===== config.mk =====
export PLATFORM = sky130hd
export DESIGN_NAME = axi_tagctrl_r
export DESIGN_NICKNAME = d
export VERILOG_FILES = /design/src/rtl/axi_tagctrl_r.sv
export SDC_FILE = /design/constraint.sdc
export NUM_CORES = 1
export LEC_CHECK = 0
export CORE_ASPECT_RATIO = 2
export CORE_MARGIN = 2
export CORE_UTILIZATION = 35
export DETAILED_ROUTE_END_ITERATION = 7
export PLACE_DENSITY = 0.69
export RECOVER_POWER = 50
export SYNTH_ARGS = -nofsm -noshare
export SYNTH_HDL_FRONTEND = slang
export SYNTH_SLANG_ARGS = --single-unit

===== constraint.sdc =====
create_clock -name clk_i -period 3 [get_ports clk_i]
set_input_delay 0.3 -clock clk_i [delete_from_list [all_inputs] [get_ports clk_i]]
set_output_delay 0.3 -clock clk_i [all_outputs]
set_load 0.02 [all_outputs]

===== src/rtl/axi_tagctrl_r.sv =====
// axi_tagctrl_r: read path of the CHERI AXI tag controller.
// Fetches the tag line covering each read burst and merges tag, ID and error into forwarded R beats.
package axi_tagctrl_r_pkg;
  typedef struct packed {
    int unsigned AxiIdWidth;
    int unsigned AxiAddrWidth;
    int unsigned AxiDataWidth;
    int unsigned CapSize;
  } tagctrl_cfg_t;

  localparam tagctrl_cfg_t DefaultCfg = '{AxiIdWidth: 4, AxiAddrWidth: 32, AxiDataWidth: 64, CapSize: 128};

  typedef struct packed {
    logic [3:0]  a_x_id;
    logic [31:0] a_x_addr;
    logic [7:0]  a_x_len;
    logic [2:0]  a_x_size;
    logic [1:0]  a_x_burst;
  } tc_desc_t;

  typedef struct packed {
    logic [31:0] addr;
  } tc_req_t;

  typedef struct packed {
    logic [63:0] data;
    logic [1:0]  resp;
  } tc_rsp_t;

  typedef struct packed {
    logic [3:0]  id;
    logic [63:0] data;
    logic [1:0]  resp;
    logic        last;
    logic        user;
  } tc_r_chan_t;
endpackage

module axi_tagctrl_r #(
  parameter axi_tagctrl_r_pkg::tagctrl_cfg_t Cfg = axi_tagctrl_r_pkg::DefaultCfg,
  parameter type tagctrl_desc_t = axi_tagctrl_r_pkg::tc_desc_t,
  parameter type tagc_req_t     = axi_tagctrl_r_pkg::tc_req_t,
  parameter type tagc_rsp_t     = axi_tagctrl_r_pkg::tc_rsp_t,
  parameter type r_chan_t       = axi_tagctrl_r_pkg::tc_r_chan_t
) (
  input  logic          clk_i,
  input  logic          rst_i,
  input  tagctrl_desc_t tagctrl_desc_i,
  input  logic          tagctrl_desc_valid_i,
  output logic          tagctrl_desc_ready_o,
  output tagc_req_t     tagc_req_o,
  output logic          tagc_req_valid_o,
  input  logic          tagc_req_ready_i,
  input  tagc_rsp_t     tagc_rsp_i,
  input  logic          tagc_rsp_valid_i,
  output logic          tagc_rsp_ready_o,
  input  r_chan_t       r_chan_mst_i,
  input  logic          r_chan_mst_valid_i,
  output logic          r_chan_mst_ready_o,
  output r_chan_t       r_chan_slv_o,
  output logic          r_chan_slv_valid_o,
  input  logic          r_chan_slv_ready_i
);

  localparam int unsigned AW        = Cfg.AxiAddrWidth;
  localparam int unsigned IW        = Cfg.AxiIdWidth;
  localparam int unsigned DW        = Cfg.AxiDataWidth;
  localparam int unsigned CB        = $clog2(Cfg.CapSize / 8);
  localparam int unsigned IB        = $clog2(DW);
  localparam int unsigned LineBytes = DW * Cfg.CapSize / 8;
  localparam logic [AW-1:0] LineMask = ~AW'(LineBytes - 1);
  localparam logic [IB-1:0] LastIdx  = IB'(DW - 1);
  localparam logic [1:0]    BurstIncr = 2'b01;

  typedef enum logic [1:0] {IDLE, TAG_REQ, TAG_WAIT, SEND_R} state_e;

  state_e          r_state;
  logic [IW-1:0]   r_id;
  logic [AW-1:0]   r_addr;
  logic [2:0]      r_size;
  logic            r_incr;
  logic [DW-1:0]   r_tag_line;
  logic [1:0]      r_tag_err;

  logic [IB-1:0]   w_idx;
  logic [AW-1:0]   w_step;
  logic [AW-1:0]   w_next_addr;
  logic            w_cross;
  logic            w_beat;
  logic            w_unused;

  assign w_idx       = r_addr[CB +: IB];
  assign w_step      = AW'(1) << r_size;
  assign w_next_addr = r_incr ? ((r_addr + w_step) & ~(w_step - AW'(1))) : r_addr;
  // FIXED bursts never leave their line, so only INCR can trigger a refetch
  assign w_cross     = r_incr && (w_idx == LastIdx) && (w_next_addr[CB-1:0] == '0);
  assign w_beat      = (r_state == SEND_R) && r_chan_mst_valid_i && r_chan_slv_ready_i;
  assign w_unused    = ^tagctrl_desc_i.a_x_len;

  assign tagctrl_desc_ready_o = (r_state == IDLE) && !rst_i;
  assign tagc_req_valid_o     = (r_state == TAG_REQ) && !rst_i;
  assign tagc_rsp_ready_o     = (r_state == TAG_WAIT) && !rst_i;
  assign r_chan_mst_ready_o   = (r_state == SEND_R) && r_chan_slv_ready_i && !rst_i;
  assign r_chan_slv_valid_o   = (r_state == SEND_R) && r_chan_mst_valid_i && !rst_i;

  always_comb begin
    tagc_req_o      = '0;
    tagc_req_o.addr = r_addr & LineMask;
  end

  always_comb begin
    r_chan_slv_o = '0;
    if (r_state == SEND_R) begin
      r_chan_slv_o      = r_chan_mst_i;
      r_chan_slv_o.id   = r_id;
      r_chan_slv_o.user = r_tag_line[w_idx];
      r_chan_slv_o.resp = (r_tag_err != 2'b00) ? r_tag_err : r_chan_mst_i.resp;
    end
  end

  always_ff @(posedge clk_i) begin
    if (rst_i) begin
      r_state    <= IDLE;
      r_id       <= '0;
      r_addr     <= '0;
      r_size     <= '0;
      r_incr     <= 1'b0;
      r_tag_line <= '0;
      r_tag_err  <= '0;
    end else begin
      case (r_state)
        IDLE: begin
          if (tagctrl_desc_valid_i) begin
            r_id      <= tagctrl_desc_i.a_x_id;
            r_addr    <= tagctrl_desc_i.a_x_addr;
            r_size    <= tagctrl_desc_i.a_x_size;
            r_incr    <= (tagctrl_desc_i.a_x_burst == BurstIncr);
            r_tag_err <= '0;
            r_state   <= TAG_REQ;
          end
        end
        TAG_REQ: begin
          if (tagc_req_ready_i) r_state <= TAG_WAIT;
        end
        TAG_WAIT: begin
          if (tagc_rsp_valid_i) begin
            r_tag_line <= tagc_rsp_i.data;
            // first error of the burst is kept across refetches
            if (tagc_rsp_i.resp != 2'b00 && r_tag_err == 2'b00) r_tag_err <= tagc_rsp_i.resp;
            r_state <= SEND_R;
          end
        end
        SEND_R: begin
          if (w_beat) begin
            r_addr <= w_next_addr;
            if (r_chan_mst_i.last) r_state <= IDLE;
            else if (w_cross)      r_state <= TAG_REQ;
          end
        end
        default: r_state <= IDLE;
      endcase
    end
  end

endmodule

==> summary by stage <==
Outcome
The flow ran to the end, and the final reports show no timing, DRC or antenna violations.

Route
For this block, the via count after detailed routing is 7499. The number of remaining DRC errors is 0. The number of detailed-routing iterations run before antenna repair is 5. The average wire per standard cell is 17.9 um. For this block, the routed nets add up to 25.3 mm of wire. The via density per instance is 5.30. The number of DRC violations after detailed-routing iteration 0 is 345. The number of antenna-violating nets in the routed design is 0.

Clocking
The root buffer selected by CTS is sky130_fd_sc_hd__clkbuf_16. Clock-pin slew was measured on the worst setup and hold paths at 90 ps. TritonCTS built the clock tree. CTS saw 108 sinks. The number of clock buffers inserted by TritonCTS is 9.

Clock latency on the worst-skew pair, taken at its later pin, is 350 ps. The H-tree was split into 3 levels. The post-CTS setup repair buffer count is 0. After clock tree synthesis, the flow added hold-fix buffers numbering 0.

The buffer depth of the longest clock path is 2.

Final layout
The filler cells instantiated in the layout total 1835. The number of antenna diodes in the final layout is 0. The combined area of the multi-input logic cells is 0.00425 mm^2. Compared with the post-synthesis result, the final layout area differs by 46.7%. The layout net count is 1358. The storage element area is 0.00217 mm^2. The post-layout utilization of the core is 52.6%. Once layout is done, the placed cells without fillers occupy 0.0102 mm^2. In the final layout, the share of cells above drive strength 1 is 6.83%.

STA
Headroom to the max-slew limit came out at 21.0%. The final hold violation count came to 0. At the pin with the least slew margin, the transition time is 1180 ps. Setup repair after global routing left no endpoint under its margin.

Across the routed clock network, the largest skew measured is 10.1 ps. The total negative slack for setup checks is 0 ps. The final setup violation count is 0. The final count of pins violating max slew is 0.

The highest attainable clock frequency is 0.360 GHz. The smallest clock period supported by the final layout is computed as 2770 ps. In the finished design, the share of the clock period the worst path needs comes to 92.5%.

Global routing
The fraction of met3 tracks used by global routing is 4.19%. The remaining global-route overflow is 0. The met1 capacity usage during global routing is 26.5%. The global routing stage identified its most utilized layer as met2.

The total global routing track utilization is 23.3%. The via count of the first global-routing pass was 7423. The maximum number of pins on one net before global-route repair is 107. The number of antenna violations at the first check in global routing was 0. The fraction of met2 tracks used by global routing is 42.1%.

The first-pass GRT wire length is 39.3 mm.

Floorplan
The die is 104 um wide. In this run the core area contains 72 standard-cell rows. After floorplanning, the core was sized to cover 0.0194 mm^2. The top-level port count is 303. Once the floorplan was initialized, standard cells occupied 35.8% of the core. The floorplan step defined a die boundary enclosing 0.0210 mm^2. The vertical extent of the die is 203 um.

Worst setup path
The worst setup path is captured at an output pin. The critical path contains buffers and inverters numbering 2 combined. Along the worst path, the maximum fanout reaches 14. The sort of element at the start of the critical path is a register. The critical path is of the register to output pin type. Walking the worst path, the cells encountered are buf_12 > mux4_2 > mux2i_1 > o21ai_0 > o211ai_1 > o21ai_0 > a22o_1 > dlygate4sd2_1. In this run the worst setup path begins at r_addr[5]. At the worst endpoint, the arrival time is 2470 ps. Among all stages on the critical path, the largest delay is contributed by sky130_fd_sc_hd__mux4_2. The gate family responsible for the most delay along the worst path is multiplexers. In this run the critical register-to-register path is launched from r_size[2]. At the worst endpoint, the required time is 2700 ps. The cell repeated most along the worst path is sky130_fd_sc_hd__o21ai_0. The delay of the slowest cell on the worst path is 500 ps.

Pwr
The share of total power dissipated in sequential elements is 32.1%. The share of power burned in combinational logic is 49.2%. The net switching power figure is 0.00278 W. The internal power summed over all cells is 0.00379 W. Of the total power, the share spent switching nets is 42.4%. The clock network accounts for 18.8% of the total power. The highest ir drop seen on vdd is 0.346 mV. For this design the static power due to leakage is 3.67 nW. Power spread over the standard cell area amounts to 645 mW/mm^2.

Logic synthesis
Of all cell types, the one taking the most synthesized area is sky130_fd_sc_hd__dfxtp_1. The prevailing post-synth register cell is sky130_fd_sc_hd__dfxtp_1. The share of synthesized area in the top cell type comes to 31.2%. The synthesized design contains 108 register bits.

By count the netlist is led by sky130_fd_sc_hd__nand2_1, sky130_fd_sc_hd__dfxtp_1, sky130_fd_sc_hd__a21oi_1, sky130_fd_sc_hd__and2_1. The async set-or-reset flop fraction in the synthesized netlist is 0%. After synthesis, the mean cell area works out to 7.54 um^2. Summing the sequential cell areas from Yosys gives 31.2% of the chip area. In the synthesized netlist, the number of instances is 921. The dominant cell by count in the synthesized netlist is sky130_fd_sc_hd__nand2_1. The number of library cell types mapped by synthesis is 75. Ranked by total cell area, the synthesized netlist is headed by sky130_fd_sc_hd__dfxtp_1, sky130_fd_sc_hd__nand2_1, sky130_fd_sc_hd__and2_1. In this run, synthesis inferred 0 flip-flops with an integrated enable.

The cell area that synthesis handed to floorplanning was 0.00694 mm^2. The synthesis warning total is 0.

Placement
The estimated wirelength of the detail-placed design is 19.8 mm. The routability-driven placement congestion ratio is 0.987. The cell area after placement is 0.00987 mm^2.

The total of buffers placed on input and output ports is 279.

Worst hold path
The worst hold path begins at rst_i. The path class of the lowest-slack min-delay path is input port to register.

Flow run
The tool flagged a number of max-cap violations equal to 0.
[timing repair]
action / in CTS / in global routing
gates cloned: 0 / 0
resized for setup: 2 / 4
endpoints found under the setup margin: 1 / 15
[worst reg2reg max path, delay by kind of cell (launching register included)]
kind                       cells  cell delay [ps]
AOI/OAI and AO/OA              3              990
DFF                            1              400
adders and majority gates      1              290
and+or+nand+nor                5              960
[registers in the layout (all words and copies together), names as in the netlist]
signal,cells
r_incr,1
r_tag_line,64
r_id,4
r_state,2
r_tag_err,2
r_size,3
r_addr,32
[final cells by class]
cell class              instances  share of cell area, %
repair buffers                308                   30.0
well taps                     259                   3.18
multi-input cells             708                   41.7
inverters                      17                  0.627
clock buffers                   9                   2.21
clock inverters                 7                  0.897
flip-flops and latches        108                   21.3
[cell families (layout without fill, tap and decap cells)]
kind of cell | count (synthesis) | count (layout) | synth area share [%]
simple gates | 439 | 439 | 31.1
compound gates | 212 | 212 | 19.5
buf+inv | 114 | 341 | 8.22
flops | 108 | 108 | 31.2
mux | 30 | 30 | 7.21
fa+ha+maj | 12 | 12 | 2.16
xor+xnor | 5 | 5 | 0.631
other cells | 1 | 10 | 0.0540
[layer usage]
layer / routed length (um) / up-vias
met2: 12900 / 308
met3: 1400 / 58
met1: 9860 / 3457
met5: 0 / -
met4: 1080 / 0
li1: - / 3676
[final timing paths]
check | to | slack [ps] | cells past startpoint
max | r_chan_slv_o[0] | 230 | 8
min | r_addr[15] | 390 | 4
max reg2reg | r_addr[12] | 250 | 9
min reg2reg | r_id[2] | 450 | 2
[metrics by stage]
stage                     setup slack (ps)  hold WS, ps  std cells  total power (W)
after floorplan                        451          416        930          0.00415
after global placement                 254          437       1400          0.00536
after detailed placement               171          443       1400          0.00540
after CTS                              163          371       1416          0.00666
after global routing                  11.3          408       1416          0.00697
final                                  226          393       1416          0.00657
[power by group through the flow]
stage / clock (W) / sequential [W] / combinational (W)
final: 0.00123 / 0.00211 / 0.00323
after global routing: 0.00132 / 0.00215 / 0.00350
after CTS: 0.00127 / 0.00210 / 0.00329
after detailed placement: 0 / 0.00213 / 0.00327
after global placement: 0 / 0.00212 / 0.00324
after floorplan: 0 / 0.00198 / 0.00217
[cell usage in the layout (no fill, tap or decap), types with 5 or more instances in the layout]
cell type | netlist | routed
sky130_fd_sc_hd__and2_1 | 76 | 75
sky130_fd_sc_hd__mux2i_1 | 14 | 14
sky130_fd_sc_hd__a31oi_1 | 10 | 10
sky130_fd_sc_hd__a21oi_1 | 93 | 93
sky130_fd_sc_hd__nor4_1 | 12 | 12
sky130_fd_sc_hd__clkdlybuf4s50_1 | 0 | 253
sky130_fd_sc_hd__a21o_1 | 6 | 6
sky130_fd_sc_hd__and3_1 | 16 | 16
sky130_fd_sc_hd__nor3b_1 | 10 | 10
sky130_fd_sc_hd__ha_1 | 12 | 11
sky130_fd_sc_hd__nand4_1 | 9 | 9
sky130_fd_sc_hd__buf_4 | 32 | 22
sky130_fd_sc_hd__clkbuf_16 | 0 | 9
sky130_fd_sc_hd__a32oi_1 | 6 | 6
sky130_fd_sc_hd__o21a_1 | 5 | 5
sky130_fd_sc_hd__nor3_1 | 10 | 10
sky130_fd_sc_hd__nand2b_1 | 6 | 6
sky130_fd_sc_hd__a211o_1 | 5 | 5
sky130_fd_sc_hd__o22ai_1 | 9 | 9
sky130_fd_sc_hd__o211ai_1 | 7 | 7
sky130_fd_sc_hd__conb_1 | 1 | 10
sky130_fd_sc_hd__a22oi_1 | 5 | 5
sky130_fd_sc_hd__nand3_1 | 35 | 35
sky130_fd_sc_hd__dlygate4sd3_1 | 0 | 24
sky130_fd_sc_hd__o21ai_0 | 27 | 27
sky130_fd_sc_hd__o311ai_0 | 5 | 5
sky130_fd_sc_hd__dfxtp_1 | 108 | 104
sky130_fd_sc_hd__inv_1 | 17 | 17
sky130_fd_sc_hd__nor2b_1 | 6 | 6
sky130_fd_sc_hd__buf_12 | 0 | 5
sky130_fd_sc_hd__mux4_2 | 16 | 16
sky130_fd_sc_hd__nand2_1 | 192 | 190
sky130_fd_sc_hd__nor2_1 | 44 | 44
Power figures use the tool's default switching activity.
==> RTL edit 1 (same settings) <==
Encoding of `state_e`: now one-hot (4 bits for 4 states).
--- a/src/rtl/axi_tagctrl_r.sv
+++ b/src/rtl/axi_tagctrl_r.sv
@@ -72,7 +72,7 @@
   localparam logic [IB-1:0] LastIdx  = IB'(DW - 1);
   localparam logic [1:0]    BurstIncr = 2'b01;
 
-  typedef enum logic [1:0] {IDLE, TAG_REQ, TAG_WAIT, SEND_R} state_e;
+  typedef enum logic [3:0] {IDLE = 4'b0001, TAG_REQ = 4'b0010, TAG_WAIT = 4'b0100, SEND_R = 4'b1000} state_e;
 
   state_e          r_state;
   logic [IW-1:0]   r_id;
Function: no difference found for any inputs over 4 cycles, from zero or initial values and one cycle with rst_i high; so few cycles prove little.
==> RTL edit 1 against the original RTL <==
Wire length increased by 1.4%. Sequential share of layout area increased by 0.48 points. Worst setup slack got worse by 0.057 ns. Sequential cell count increased by 2. Area after synthesis decreased by 0.70%. Via count decreased by 0.89%. Register-to-register slack got worse by 0.02 ns. Final area decreased by 0.52%. Die area decreased by 0.69%.
Power is not compared: it rests on default switching activity, and its combinational part moved more than twofold at a synthesized area within 25%.
==> RTL edit 1: results (changes against the original RTL) <==
[grt]
grt_pass1_wl_um=39200  ; -0.19%
antenna_found_initial=2  ; +2
grt_usage_pct=24.2  ; +0.97 points
grt_pass1_vias=7255  ; -2.3%
grt_start_max_net_pins=65  ; -39%

[placement]
dpl.hpwl_um=19900  ; +0.55%
placed_area_sq_mm=0.00985  ; -0.23%
dp_slack_ns=0.192  ; +0.0210 ns

[route]
wl_per_cell_um=18.1  ; +1.6%
wl_met1_um=9450  ; -4.1%
route.met2.wl_um=14100  ; +8.9%
via_per_inst=5.26  ; -0.68%
first_iter_violations=456  ; +32%
met3_length_um=1080  ; -23%

[timing]
slew_headroom_pct=20.0  ; -1.0 points
fin_skew_ns=0.00712  ; -0.00299 ns

[worst_setup_path]
critPathSlowestCell=clkdlybuf4s50_1
max_stage_delay_ns=0.64  ; +0.14 ns
cp_max_fo=33  ; +19
cp.arrival_ns=2.53  ; +0.06 ns
reg2reg_depth=12  ; +3

[finish]
fill_cells=1914  ; +4.3%
top_regs=r_tag_line (64), r_addr (32)

[synth]
ys_top_cells_by_count=nand2_1, dfxtp_1, a21oi_1
yosys-top-cells-area=dfxtp_1, nand2_1, a21oi_1
synth_warnings=0  ; unchanged
ys_types=74  ; -1.3%
ys_seq_area_share_pct=32.0  ; +0.80 points

[outcome]
status=finished, final reports clean

[worst_hold_path]
min_path_cells=2  ; -2

## RTL edit 1: changes by cell type in the layout (fill, tap and decap cells not counted), moves of 6 or more
cell and change:
nand3_1 -6, nor3_1 +7, o21ai_0 -11, mux2i_1 +11, nor4_1 -7, nor3b_1 -9, mux4_2 -8, buf_4 +8
a21oi_1 +9
## RTL edit 1: worst max-delay path: cells and delay by family, from the launching register on
family | cells | cell delay (ns)
flip-flops | 1 | 0.46
buffers and inverters | 2 | 0.98
AND/OR/NAND/NOR | 2 | 0.72
## RTL edit 1: logic make-up (layout without fill, tap and decap cells)
group / count (synthesis) / count (layout) / share of synthesized area, %
other: 1 / 12 / 0.0544
xor gates and xnor gates: 6 / 6 / 0.763
muxes: 34 / 34 / 6.41
adders and majority gates: 8 / 8 / 1.45
and+or+nand+nor: 430 / 430 / 32.0
DFF: 110 / 110 / 32.0
AOI/OAI and AO/OA: 206 / 206 / 18.9
buffers and inverters: 115 / 348 / 8.50
## RTL edit 1: cell type report
cell class                 count  area [sq um]  area share, %
tap                          259           324           3.20
antenna                        2          5.00         0.0494
multi-input combinational    694          4130           40.8
clock inverter                 6          62.6          0.618
sequential                   110          2200           21.8
timing repair buffer         316          3100           30.6
clock buffer                  10           239           2.36
inverter                      16          60.1          0.593
## RTL edit 1: metal layers
metal  GRT usage (%)  up-vias
met1            27.7     3511
met4            11.3        0
li1                -     3623
met3            3.32       46
met2            43.2      252
met5               0        -
## RTL edit 1: what timing repair did
item / 4_1_cts / 5_1_grt
endpoints found under the setup margin: 0 / 5
gates resized for setup: 0 / 6
hold buffers: 0 / 0
## RTL edit 1: power breakdown
group / internal, mW / switching (mW) / total (mW)
combinational: 0.680 / 0.727 / 1.41
sequential: 1.55 / 0.146 / 1.70
clock: 0.610 / 0.619 / 1.23
total: 2.84 / 1.49 / 4.33
## RTL edit 1: path summary, 6_finish.rpt
path,start,end,slack [ns]
hold / removal,rst_i,r_tag_err[0]$_SDFFE_PP0P_,0.31
hold reg to reg,r_tag_line[24]$_SDFFE_PP0P_,r_tag_line[24]$_SDFFE_PP0P_,0.45
setup / recovery,r_state[1]$_SDFFE_PP0P_,r_chan_slv_valid_o,0.17
setup reg to reg,r_size[2]$_SDFFE_PP0P_,r_addr[24]$_SDFFE_PP0P_,0.23
## RTL edit 1: per-stage QoR
step           std cells  util (%)  hold WS, ns  total power [mW]
6_report            1413      52.3        0.307              4.33
5_1_grt             1413      52.3        0.311              4.55
4_1_cts             1411      52.4        0.289              4.39
3_5_place_dp        1395      50.8        0.446              3.16
3_3_place_gp        1395      50.8        0.439              3.15
2_1_floorplan        919         -        0.417              2.52
==> RTL edit 2 (same settings) <==
Without the edit above. Make the reset (`rst_i`) asynchronous in one clocked block.
--- a/src/rtl/axi_tagctrl_r.sv
+++ b/src/rtl/axi_tagctrl_r.sv
@@ -118,7 +118,7 @@
     end
   end
 
-  always_ff @(posedge clk_i) begin
+  always_ff @(posedge clk_i or posedge rst_i) begin
     if (rst_i) begin
       r_state    <= IDLE;
       r_id       <= '0;
Function: differs if rst_i is asserted again (counterexample within 4 cycles, from zero or initial values and one cycle with rst_i high); with rst_i held inactive, the same outputs for 4 cycles.
==> RTL edit 2 against the original RTL <==
The flow now finishes with violations (capacitance limit, slew limit). Power increased by 47%. Largest power group unchanged. First-iteration DRC count down 18%. Area after synthesis barely moved. Sequential cell count is the same. Clock power about the same. Wire length shrank 11%. Worst setup slack lost 0.092 ns. Final area grew 2.2%.
==> RTL edit 2: results (changes against the original RTL) <==
[outcome]
violations=capacitance limit, slew limit
status=finished with violations

[pwr]
leakage_nw=4.29  ; +17%
vdd_ir_drop_max_mv=0.425  ; +23%

[worst_setup_path]
reg2reg_depth=10  ; +1
r2r_setup_slack_ns=0.17  ; -0.08 ns
r2r-start=r_size[1]$_DFFE_PP0P_
critPathSlowestCell=mux4_2
cp-startpoint=r_addr[4]$_DFFE_PP0P_
worstReg2RegEnd=r_addr[16]$_DFFE_PP0P_
max_stage_delay_ns=0.49
cp_max_fo=5  ; -9

[clock_network]
clk_pin_slew_ns=0.08
cts_made_buffers=9  ; unchanged
ctsLongestPathBuffers=2  ; unchanged
cts_root_buffer=clkbuf_16

[grt]
use_met2_pct=39.5  ; -2.7 points
antenna_found_initial=2  ; +2
grt_pass1_wl_um=35300  ; -10%
grtUsageMet1_pct=23.4  ; -3.1 points
grt_start_max_net_pins=109  ; +1.9%
grt_pass1_vias=6644  ; -10%
grt_usage_pct=21.0  ; -2.3 points
grt_util_met3_pct=3.84  ; -0.35 points

[route]
highest_layer=met5
wl_per_cell_um=18.1  ; +1.6%
met3_length_um=1140  ; -19%
via_per_inst=5.22  ; -1.4%
num_vias=6459  ; -14%
first_iter_violations=283  ; -18%
wl_met1_um=8410  ; -15%
firstDrtPassIters=5  ; unchanged
route.met2.wl_um=12300  ; -5.3%

[synth]
ys_types=66  ; -12%
synth-async-reset-ratio_pct=100  ; +100 points
syn_avg_cell_area_sq_um=9.91  ; +32%
synth_warnings=0  ; unchanged
ys_top_cells_by_count=dfrtp_1, and2_1, mux2_2
synth_flop_cell=dfrtp_1
ys_seq_area_share_pct=38.9  ; +7.8 points
yosys-top-cells-area=dfrtp_1, mux2_2, and2_1

[finish]
fill_cells=1762  ; -4.0%
regMostFlops=r_tag_line
multi_input_area_sq_mm=0.00381  ; -10%
layout-drive-gt1-share_pct=17.4  ; +11 points
nets=1178  ; -13%

[timing]
final-max-slew-violation-count=174  ; +174
fin_skew_ns=0.0133  ; +0.00322 ns
hold_ws_ns=0.502  ; +0.108 ns
slew_headroom_pct=-2.75  ; -24 points

[placement]
placed_area_sq_mm=0.0101  ; +2.1%
gp_congestion=0.873  ; -11%
dp.cells=1216  ; -13%
port_buffers=279  ; unchanged
dp_slack_ns=0.0590  ; -0.112 ns
dpl.hpwl_um=17300  ; -12%

[worst_hold_path]
min_path_cells=3  ; -1
min_from=tagctrl_desc_i[42]
min_to=r_addr[29]$_DFFE_PP0P_

[flow_run]
cap_viol_max_count=2  ; +2

RTL edit 2: final cells by class:
class	instances	share of cell area (%)
Antenna cell	1	0.0240
Clock buffer	10	2.30
Clock inverter	6	0.613
Inverter	22	0.806
Multi-Input combinational cell	503	36.6
Sequential cell	108	26.0
Tap cell	259	3.11
Timing Repair Buffer	328	30.6
RTL edit 2: cells by family (layout without fill, tap and decap cells):
logic type | count (synthesis) | count (layout) | share of synthesized area [%]
xor+xnor | 7 | 7 | 0.884
simple gates | 245 | 245 | 19.6
mux | 97 | 97 | 18.4
fa+ha+maj | 12 | 12 | 2.16
buf+inv | 98 | 366 | 7.21
compound gates | 132 | 132 | 12.8
flops | 108 | 108 | 38.9
other cells | 1 | 11 | 0.0540
RTL edit 2: critical path, delay by kind of cell, from the launching register on:
| family | cells | cell delay (ns) |
|---|---|---|
| muxes | 2 | 0.98 |
| and+or+nand+nor | 4 | 0.55 |
| DFF | 1 | 0.39 |
| buffers and inverters | 2 | 0.29 |
RTL edit 2: report_power, final:
group | internal [mW] | leakage [nW] | switching, mW
Sequential | 2.18 | 1.30 | 0.614
Clock | 0.612 | 0.146 | 0.616
Combinational | 2.93 | 2.85 | 2.71
RTL edit 2: how the worst max path moves through the flow:
stage,cells after the start,end,slack (ns)
4_1_cts,10,r_addr[16]$_DFFE_PP0P_,0.03
3_5_place_dp,10,r_addr[16]$_DFFE_PP0P_,0.06
3_3_place_gp,8,r_chan_slv_o[0],0.06
2_1_floorplan,12,r_addr[20]$_DFFE_PP0P_,0.007
5_1_grt,8,r_chan_slv_o[0],0.0002
6_report,8,r_chan_slv_o[0],0.13
RTL edit 2: timing repair:
action	4_1_cts	5_1_grt
setup buffers	0	4
endpoints found under the setup margin	1	16
cloned	0	0
pin swaps	0	2
gates resized for setup	4	10
